File: config.mk
export PLATFORM = sky130hd
export DESIGN_NAME = sseg_ctl
export DESIGN_NICKNAME = d
export VERILOG_FILES = /design/src/rtl/sseg_pkg.sv /design/src/rtl/sseg_blank.sv /design/src/rtl/sseg_ctl.sv
export SDC_FILE = /design/constraint.sdc
export NUM_CORES = 1
export LEC_CHECK = 0
export BUFFER_PORTS_ARGS = -buffer_cell sky130_fd_sc_hd__buf_2
export CORE_UTILIZATION = 54
export DETAILED_ROUTE_END_ITERATION = 7
export PLACE_DENSITY = 0.79
export SLEW_MARGIN = 20
export SYNTH_ARGS = -nofsm -noshare
export SYNTH_HDL_FRONTEND = slang
export SYNTH_SLANG_ARGS = --single-unit
File: constraint.sdc
create_clock -name clk -period 2.55 [get_ports clk]
set_clock_uncertainty 0.1 [all_clocks]
set_input_delay 0.51 -clock clk [delete_from_list [all_inputs] [get_ports clk]]
set_output_delay 0.51 -clock clk [all_outputs]
set_load 0.01 [all_outputs]
File: src/rtl/sseg_pkg.sv
// MAX7219 register map, FSM state and phase encodings shared by the
// seven-segment packet sequencer.
package sseg_pkg;

  localparam logic [7:0] REG_DIG0   = 8'h01;
  localparam logic [7:0] REG_DECODE = 8'h09;
  localparam logic [7:0] REG_INTENS = 8'h0A;
  localparam logic [7:0] REG_SCAN   = 8'h0B;
  localparam logic [7:0] REG_SHDN   = 8'h0C;
  localparam logic [7:0] REG_TEST   = 8'h0F;

  localparam logic [2:0] INIT_LAST  = 3'd4;
  localparam logic [3:0] BLANK      = 4'hF;

  typedef enum logic [2:0] {
    S_SYNC,
    S_LOAD,
    S_REQ,
    S_REL,
    S_IDLE
  } state_t;

  typedef enum logic {
    PH_INIT,
    PH_DIG
  } phase_t;

  function automatic logic [7:0] dig_addr(input logic [2:0] idx);
    return REG_DIG0 + {5'd0, idx};
  endfunction

endpackage

File: src/rtl/sseg_blank.sv
// Leading-zero blanking of a BCD digit vector; digit 0 is always shown.
// Used by sseg_ctl only when SSEG_BLANK_EN is defined.
import sseg_pkg::*;

module sseg_blank #(
  parameter int N_DIG = 8
) (
  input  logic [4*N_DIG-1:0] dig,
  output logic [4*N_DIG-1:0] q
);

  logic lead;

  always_comb begin
    q    = dig;
    lead = 1'b1;
    for (int i = N_DIG - 1; i >= 1; i--) begin
      if (lead && dig[4*i +: 4] == 4'h0)
        q[4*i +: 4] = BLANK;
      else
        lead = 1'b0;
    end
  end

endmodule

File: src/rtl/sseg_ctl.sv
// MAX7219 packet sequencer: init sequence after reset, then one digit
// frame per update request. Define SSEG_BLANK_EN for leading-zero blanking.
import sseg_pkg::*;

module sseg_ctl #(
  parameter int         N_DIG     = 8,
  parameter logic [3:0] INTENSITY = 4'h8
) (
  input  logic               clk,
  input  logic               rst,
  input  logic               upd,
  input  logic [4*N_DIG-1:0] dig,
  input  logic               psnt,
  output logic               preq,
  output logic [15:0]        pkt,
  output logic               busy
);

  state_t             state;
  phase_t             phase;
  logic [2:0]         idx;
  logic               pend;
  logic [4*N_DIG-1:0] snap;
  logic [4*N_DIG-1:0] dig_fmt;
  logic [3:0]         cur_dig;
  logic [15:0]        nxt_pkt;
  logic               last;

`ifdef SSEG_BLANK_EN
  sseg_blank #(
    .N_DIG (N_DIG)
  ) u_blank (
    .dig (dig),
    .q   (dig_fmt)
  );
`else
  assign dig_fmt = dig;
`endif

  always_comb begin
    cur_dig = 4'h0;
    for (int i = 0; i < N_DIG; i++)
      if (idx == 3'(i))
        cur_dig = snap[4*i +: 4];
  end

  always_comb begin
    nxt_pkt = 16'h0000;
    if (phase == PH_DIG) begin
      nxt_pkt = {dig_addr(idx), 4'h0, cur_dig};
    end else begin
      case (idx)
        3'd0:    nxt_pkt = {REG_TEST, 8'h00};
        3'd1:    nxt_pkt = {REG_DECODE, 8'hFF};
        3'd2:    nxt_pkt = {REG_INTENS, 4'h0, INTENSITY};
        3'd3:    nxt_pkt = {REG_SCAN, 8'(N_DIG - 1)};
        default: nxt_pkt = {REG_SHDN, 8'h01};
      endcase
    end
  end

  assign last = (phase == PH_INIT) ? (idx == INIT_LAST)
                                   : (idx == 3'(N_DIG - 1));
  assign busy = (state != S_IDLE);

  always_ff @(posedge clk) begin
    if (rst) begin
      state <= S_SYNC;
      phase <= PH_INIT;
      idx   <= 3'd0;
      pend  <= 1'b0;
      preq  <= 1'b0;
      pkt   <= 16'h0000;
      snap  <= '0;
    end else begin
      if (upd && state != S_IDLE)
        pend <= 1'b1;
      case (state)
        S_SYNC: begin
          // a packet finishing across reset must not count twice
          if (!psnt)
            state <= S_LOAD;
        end
        S_LOAD: begin
          pkt   <= nxt_pkt;
          state <= S_REQ;
        end
        S_REQ: begin
          if (psnt) begin
            preq  <= 1'b0;
            state <= S_REL;
          end else begin
            preq  <= 1'b1;
          end
        end
        S_REL: begin
          if (!psnt) begin
            if (last) begin
              idx   <= 3'd0;
              state <= S_IDLE;
            end else begin
              idx   <= idx + 3'd1;
              state <= S_LOAD;
            end
          end
        end
        S_IDLE: begin
          if (upd || pend) begin
            phase <= PH_DIG;
            idx   <= 3'd0;
            snap  <= dig_fmt;
            pend  <= 1'b0;
            state <= S_LOAD;
          end
        end
        default: state <= S_SYNC;
      endcase
    end
  end

endmodule

==> results of run 1 <==
[layout make-up]
cell class	count	area (um^2)
clock buffer	6	82.58
timing repair buffer	54	282.8
multi-input combinational	242	1309
tap	52	65.06
clock inverter	2	60.06
inverter	7	26.28
fill	410	1588
sequential	50	1001
[stage by stage]
stage	utilization	area [um^2]	setup WS, ps
floorplan	-	2536	674.8
global placement	0.6080	2684	448.6
detailed placement	0.6080	2684	343.9
CTS	0.6403	2826	304.0
global route	0.6403	2826	115.4
finish	0.6403	2826	284.0
[layout by cell type (no fill, tap or decap), types with 2 or more instances in the layout]
cell       count
a211oi_1       6
a21oi_1       45
a221oi_1       2
a22oi_1        3
a311oi_1       2
a31oi_1        3
a32oi_1        3
and3_1         3
buf_2         49
buf_4          5
bufinv_16      2
clkbuf_8       6
conb_1         4
dfxtp_1       50
ha_1           6
inv_1          7
mux2i_1        2
nand2_1       76
nand2b_1       4
nand3_1        6
nand4_1        2
nand4b_1       2
nor2_1        24
nor2b_1        6
nor3_1         2
nor3b_1        2
nor3b_2        2
o2111ai_1      2
o211ai_1       4
o21ai_0       14
or2b_1         2
[per-layer routing]
| layer | share of wire | track usage |
|---|---|---|
| met3 | 0.049 | 0.05051 |
| met5 | 0 | 0 |
| met1 | 0.46 | 0.2915 |
| met2 | 0.48 | 0.3810 |
| met4 | 0.018 | 0.08889 |
[logic make-up after synthesis]
| group | share of synthesized area |
|---|---|
| XOR/XNOR | 0.003469 |
| buffers and inverters | 0.09118 |
| other | 0.001485 |
| AND/OR/NAND/NOR | 0.2517 |
| adder cells (fa/ha/maj) | 0.02973 |
| multiplexers | 0.007929 |
| flip-flops | 0.3964 |
| AO/OA/AOI/OAI | 0.2181 |
[worst max-delay path: stages (launching register included)]
cell	delay, ps
dfxtp_1	460
inv_1	110
ha_1	430
nor3b_1	250
nor3_2	180
nand4_1	110
a211o_1	290
a311oi_1	250
[worst max-delay path by stage]
stage                                     end  slack [ps]  cells after the start
after CTS                 pkt[3]$_SDFFE_PP0P_         300                      7
final                     pkt[3]$_SDFFE_PP0P_         280                      7
after global placement    pkt[3]$_SDFFE_PP0P_         450                      7
after global routing      pkt[3]$_SDFFE_PP0P_         120                      7
after floorplan           pkt[3]$_SDFFE_PP0P_         670                      8
after detailed placement  pkt[3]$_SDFFE_PP0P_         340                      7
[state kept, by name, summed over array words and instances, names as in the netlist]
name,cells
snap,32
pkt,9
idx,3
state,3
pend,1
phase,1
preq,1
[report_power, final]
part	switching, mW	internal (mW)
combinational	0.122	0.0972
clock	0.261	0.418
sequential	0.0337	0.816
total	0.416	1.33
==> metrics, run 1 <==
Setup Fix Bufs, Post-CTS=0; Initial Utilization=0.5720; Max Slew Vio Count=0; Max Fclk=0.4413 GHz; Worst-Margin Slew=~650 ps; Syn Inst Count=329; Pwr Total=between 1.5 and 2 mW; Buffers on Ports=49; row cnt=24; cts repair resizes=0; Final Setup Violations=0; post-route ant nets=0; dpl cells=405; WL final=between 5000 and 6000 um; gp weighted congestion=0.9629; fin cells=413; Hold Crit Start=dig[12]; Yosys cell types=46; total die area=4953 um^2; Hold-fix buffers, CTS=0; worst hold path type=input port to flop; worst hold path cell count=3; max_cap viols=0; Worst Hold Endpoint=snap[12]$_SDFFE_PP0P_; number of global-route vias before repair=2065; initial antenna violation count=0; RSZ-0062 raised after global routing=false; CP Data Required Time=~2700 ps; Clock Path Buffers=2; Post-DP HPWL=3911 um; core area=approximately 4400 um^2; initial DRC count=148; top cells by area, synth=dfxtp_1 40%, nand2_1 11%, a21oi_1 8.9%; count leader, synth=nand2_1; Die X=70.38 um; Setup TNS Final=0 ps; pwr dens=618.3 nW/um^2; Post-synth top cells=76 x nand2_1, 50 x dfxtp_1, 45 x a21oi_1, 24 x nor2_1, 14 x o21ai_0; reg2reg end=pkt[3]$_SDFFE_PP0P_; largest net degree at the start of global routing=34; IO Count=54; WS Path Type=flop to flop; CP startpoint=idx[0]$_SDFFE_PP0P_; clk_lat worst skew=300 ps; FF-to-FF Start=idx[0]$_SDFFE_PP0P_; Yosys warnings=0; routed vias=2322; GRT Total Usage=0.2307; ratio of cells with drive above 1 in the final layout=0.1856; Hold Vio Cnt, Final=0; TritonCTS clock tree=done; CTS Sinks=50; share of the synthesized area in the top cell type=0.3964; peak supply drop=0.3137 mV; Layout Nets=402; P_leak=~1.1 nW; die height=70.38 um; fin crit period=about 2300 ps; cell taking the most area after synthesis=dfxtp_1; drt pass-1 iters=4; Antenna Cells=0; EDFF count, synth=0; first-pass GRT wire length=approximately 9200 um; Critical Path AT=between 2000 and 2500 ps; CTS Buf Count=5; # DRC=0; Slew HR=0.5624; DR vias/cell=5.622; status=complete, no violations; Syn Area/Cell=7.675 um^2; clock transition at the registers of the reported paths=about 90 ps; WL per Instance=13.25 um; Post-synth ARST share=0; Fin Hold WS=331.0 ps; critical path capture point type=flop; Area Overhead vs Synth=11.94%; R2R setup slack=~280 ps; crit-path max FO=19; Setup crit start kind=flop; R2R cell count=7; sequential share of the synthesized area=0.3964; Synth Cell Area=2525 um^2; Primary FF master, synth=dfxtp_1; H-tree levels=2; Overflow after GRT=0; Final period util=0.8886; CTS root buf=clkbuf_8; Yosys reg bits=50
No activity file was read; power rests on OpenSTA's default activity.
==> run 2: changes to the inputs <==
Clock period 2.55 ns to 2.3 ns, I/O delays scaled along.
==> run 2 against run 1 <==
  * Critical path depth did not move
  * Register-to-register slack got worse by 20 ps
  * Maximum frequency rose by 11%
  * First-iteration DRC count rose by 52%
  * Total power fell by 4.3%
  * Critical path type unchanged
  * Highest routed layer unchanged
  * Largest cell class unchanged
  * Largest power group unchanged
  * Critical endpoint unchanged
  * Die area did not move
  * Flip-flop and latch count did not move
==> metrics, run 2 (synthesis gave the netlist of run 1 again) <==
P_leak=1.056 nW; crit-path max FO=11; dpl cells=roughly 410; CP Data Required Time=about 2400 ps; RSZ-0062 raised after global routing=false; core area=4414 um^2; peak supply drop=0.3249 mV; critical path capture point type=flop; fin cells=413; FILL cells=426; FF-to-FF Start=idx[1]$_SDFFE_PP0P_; ratio of cells with drive above 1 in the final layout=0.1939; Fin Hold WS=291.7 ps; die height=70.38 um; H-tree levels=2; Most flops, register=snap; number of global-route vias before repair=2140; Setup crit start kind=flop; commonest non-fill, non-tap cell in the layout=nand2_1; CTS root buf=clkbuf_8; register area=1002 um^2; WL per Instance=13.48 um; Top Registers=snap: 32 flops, pkt: 9 flops; Hold-fix buffers, CTS=0; Setup TNS Final=0 ps; multi-input logic area=1314 um^2; WS Path Type=flop to flop; Initial Utilization=0.5720; fin crit period=2032 ps; CP startpoint=idx[1]$_SDFFE_PP0P_; IO Count=54; Largest stage delay, worst path=410 ps; largest net degree at the start of global routing=38; routed vias=around 2300; Worst-Margin Slew=672.6 ps; CTS Buf Count=5; drt pass-1 iters=4; WL final=5566 um; TritonCTS clock tree=done; Final period util=0.8837; Post-DP HPWL=4054 um; Die X=70.38 um; initial antenna violation count=0; GRT Total Usage=0.2351; most frequent cells in the layout=76 x nand2_1, 49 x dfxtp_1, 49 x buf_2, 45 x a21oi_1, 24 x nor2_1; clk_lat worst skew=290 ps; Critical Path AT=about 2100 ps; Antenna Cells=0; status=complete, no violations; pwr dens=600.2 nW/um^2; Final Setup Violations=0; critical-path cell list=ha_1, ha_2, and2b_1, nor3_2, nand4_1, a211o_1, a311oi_1; Max Slew Vio Count=0; row cnt=24; gp weighted congestion=0.8314; first-pass GRT wire length=9515 um; # DRC=0; Overflow after GRT=0; CTS Sinks=50; Layout Nets=404; post-route ant nets=0; critical path's slowest cell=dfxtp_1; Buffers on Ports=just under 50; clock transition at the registers of the reported paths=90 ps; Hold Crit Start=psnt; max reg flops=32; initial DRC count=around 230; max_cap viols=0; Slew HR=0.5516; Clock Path Buffers=2; Area Overhead vs Synth=10.41%; Max Fclk=0.4920 GHz; DR vias/cell=5.511; total die area=4953 um^2; Hold Vio Cnt, Final=0; worst hold path type=input port to flop
## run 2: cell count changes in the layout (fill, tap and decap cells not counted)
cell / change
buf_4: +2
ha_2: +2
dfxtp_2: +1
ha_1: -2
dfxtp_1: -1
bufinv_16: -2
## run 2: path summary, 6_finish.rpt
kind | endpoint | slack, ps | cells past startpoint
worst min register to register | pkt[9]$_SDFFE_PP0P_ | 350 | 2
worst max register to register | pkt[3]$_SDFFE_PP0P_ | 270 | 7
worst max-delay path | pkt[3]$_SDFFE_PP0P_ | 270 | 7
worst min-delay path | preq$_SDFFE_PP0P_ | 290 | 2
## run 2: critical path: cells and delay by family, from the launching register on
family / cells / cell delay [ps]
AO/OA/AOI/OAI: 2 / 520
adder cells (fa/ha/maj): 2 / 500
AND/OR/NAND/NOR: 3 / 420
flip-flops: 1 / 410
## run 2: timing repair
item	CTS	global route
endpoints found under the setup margin	0	2
resized for setup	0	3
setup buffers	0	0
## run 2: layout make-up
type,instances,area share
sequential,50,0.3595
inverter,7,0.009426
clock buffer,6,0.02962
tap,52,0.02334
timing repair buffer,56,0.1068
multi-input combinational,242,0.4713
## run 2: power breakdown
group          internal, mW  switching, mW  total, mW
clock network         0.232          0.258      0.491
logic                 0.108          0.132      0.241
registers             0.905         0.0370      0.942
## run 2: stage by stage
stage                     power [mW]  setup WS [ps]    util  cell area (um^2)
after floorplan                1.125          424.8       -              2536
after global placement         1.197          219.9  0.6114              2699
after detailed placement       1.203          150.2  0.6114              2699
after CTS                      1.691          134.6  0.6301              2781
after global routing           1.747          98.28  0.6315              2788
final                          1.673          267.6  0.6315              2788
## run 2: per-layer routing
layer | vias to the layer above | share of wire | GRT usage
met5 | - | 0 | 0
met4 | 0 | 0.0045 | 0.06667
met3 | 2 | 0.035 | 0.03319
met2 | 57 | 0.51 | 0.4138
met1 | 1038 | 0.46 | 0.2964
li1 | 1179 | - | -
==> run 3: changes to the inputs <==
Settings changed: CORE_UTILIZATION 54 to 50, PLACE_DENSITY 0.79 to 0.74.
==> run 3 against run 2 <==
  * Die area is 7.8% higher
  * Total power shrank 0.61%
  * Flip-flop and latch count stayed put
  * Routed wire length increased by 2.1%
  * Critical path type unchanged
  * Hold slack worse by 11 ps
  * Final cell count increased by 4.1%
  * Setup slack worse by 94 ps
  * Via count grew 1.1%
  * Count of clock-buffer cells in the layout up 1
  * Highest routed layer unchanged
==> metrics, run 3 (synthesis gave the netlist of run 1 again) <==
Area Overhead vs Synth=11.55%; DR vias/cell=5.351; Overflow after GRT=0; Final period util=0.9245; Most flops, register=snap; most frequent cells in the layout=76 x nand2_1, 50 x dfxtp_1, 49 x buf_2, 45 x a21oi_1, 24 x nor2_1; Post-DP HPWL=4047 um; number of global-route vias before repair=1989; reg2reg end=idx[1]$_SDFFE_PP0P_; WL final=approximately 5700 um; fin area=~2800 um^2; clk_lat worst skew=300 ps; # DRC=0; CTS Sinks=50; end of the critical path=idx[1]$_SDFFE_PP0P_; max_cap viols=0; IO Count=54; drt pass-1 iters=4; R2R cell count=7; routed vias=between 2000 and 2500; row cnt=25; Setup crit start kind=flop; H-tree levels=2; Setup TNS Final=0 ps; dpl cell area=around 2700 um^2; Initial Utilization=0.5276; R2R setup slack=roughly 170 ps; Max Fclk=0.4703 GHz; Internal Power=between 1 and 1.5 mW; Antenna Cells=0; ratio of cells with drive above 1 in the final layout=0.1873; first-pass GRT wire length=9114 um; FF-to-FF Start=idx[0]$_SDFFE_PP0P_; commonest non-fill, non-tap cell in the layout=nand2_1; Layout Nets=405; Die X=between 70 and 80 um; WL per Instance=13.22 um; Critical Path AT=2190 ps; gp weighted congestion=0.9988; clock transition at the registers of the reported paths=80 ps; fin crit period=2126 ps; Pwr Total=1.663 mW; Clock Power Share=0.287; crit-path max FO=13; initial DRC count=224; Sw Pwr=~0.44 mW; Clock Path Buffers=2; post-route ant nets=0; Max Slew Vio Count=0; Top Registers=snap: 32 flops, pkt: 9 flops; Combinational Power Share=0.146; CTS root buf=clkbuf_8; GRT Total Usage=0.2228; CP Data Required Time=2360 ps; TritonCTS clock tree=done; Setup Fix Bufs, Post-CTS=0; peak supply drop=0.3423 mV; switching fraction of total power=0.2649; worst hold path type=input port to flop; Hold Vio Cnt, Final=0; Hold Crit Start=psnt; pwr dens=590.5 nW/um^2; Fin Hold WS=280.9 ps; die height=73.06 um; sequential power share=0.567; total die area=5338 um^2; P_leak=1.060 nW; initial antenna violation count=0; critical path capture point type=flop; Buffers on Ports=49; Slew HR=0.4914; Final Setup Violations=0; max reg flops=32; Worst-Margin Slew=about 760 ps; largest net degree at the start of global routing=between 40 and 50; WS Path Type=flop to flop; status=complete, no violations; core area=roughly 4800 um^2; CTS Buf Count=5; CP startpoint=idx[0]$_SDFFE_PP0P_
[run 3: cell count changes in the layout (fill, tap and decap cells not counted)]
| cell | change |
|---|---|
| buf_12 | +1 |
| clkbuf_1 | +2 |
| clkbuf_8 | -1 |
| dfxtp_1 | +1 |
| dfxtp_2 | -1 |
| ha_1 | +1 |
| ha_2 | -1 |
[run 3: worst min path at each step]
| stage | endpoint | slack [ps] | depth (start not counted) |
|---|---|---|---|
| 2_1_floorplan | snap[5]$_SDFFE_PP0P_ | 330 | 2 |
| 3_3_place_gp | snap[18]$_SDFFE_PP0P_ | 340 | 2 |
| 3_5_place_dp | snap[6]$_SDFFE_PP0P_ | 350 | 2 |
| 4_1_cts | preq$_SDFFE_PP0P_ | 280 | 2 |
| 5_1_grt | preq$_SDFFE_PP0P_ | 290 | 2 |
| 6_report | preq$_SDFFE_PP0P_ | 280 | 2 |
[run 3: final cells by class]
cell class,count,area (um^2)
sequential,50,1001
clock buffer,7,76.32
fill,470,1969
multi-input combinational,242,1311
tap,67,83.83
inverter,7,26.28
timing repair buffer,57,317.8
[run 3: repair_timing]
action | in CTS | in global routing
gates resized for setup | 0 | 1
hold buffers | 0 | 0
endpoints found under the setup margin | 0 | 1
[run 3: per-layer routing]
metal / global-route usage / vias to the layer above / share of wire
met5: 0 / - / 0
met4: 0.09586 / 0 / 0.023
met3: 0.06354 / 12 / 0.052
met2: 0.3549 / 67 / 0.47
met1: 0.2801 / 1043 / 0.46
li1: - / 1179 / -
[run 3: critical path, cell delays in order, from the launching register on]
cell	delay, ps
dfxtp_1	370
inv_1	110
ha_1	400
nand2_1	220
o21ai_0	380
nor2_1	140
a22oi_1	200
nor2_1	60
[run 3: through the flow]
step | setup slack, ps | utilization | std cells
after floorplan | 424.8 | - | 332
after global placement | 213.5 | 0.5720 | 423
after detailed placement | 159.5 | 0.5720 | 423
after CTS | 133.2 | 0.5880 | 430
after global routing | -5.679 | 0.5885 | 430
final | 173.6 | 0.5885 | 430
[run 3: power by group through the flow]
stage          sequential (mW)  combinational, mW  clock (mW)
6_report                 0.944              0.242       0.477
5_1_grt                  0.950              0.268       0.524
4_1_cts                  0.943              0.243       0.487
3_5_place_dp             0.964              0.241           0
3_3_place_gp             0.962              0.236           0
2_1_floorplan            0.957              0.168           0
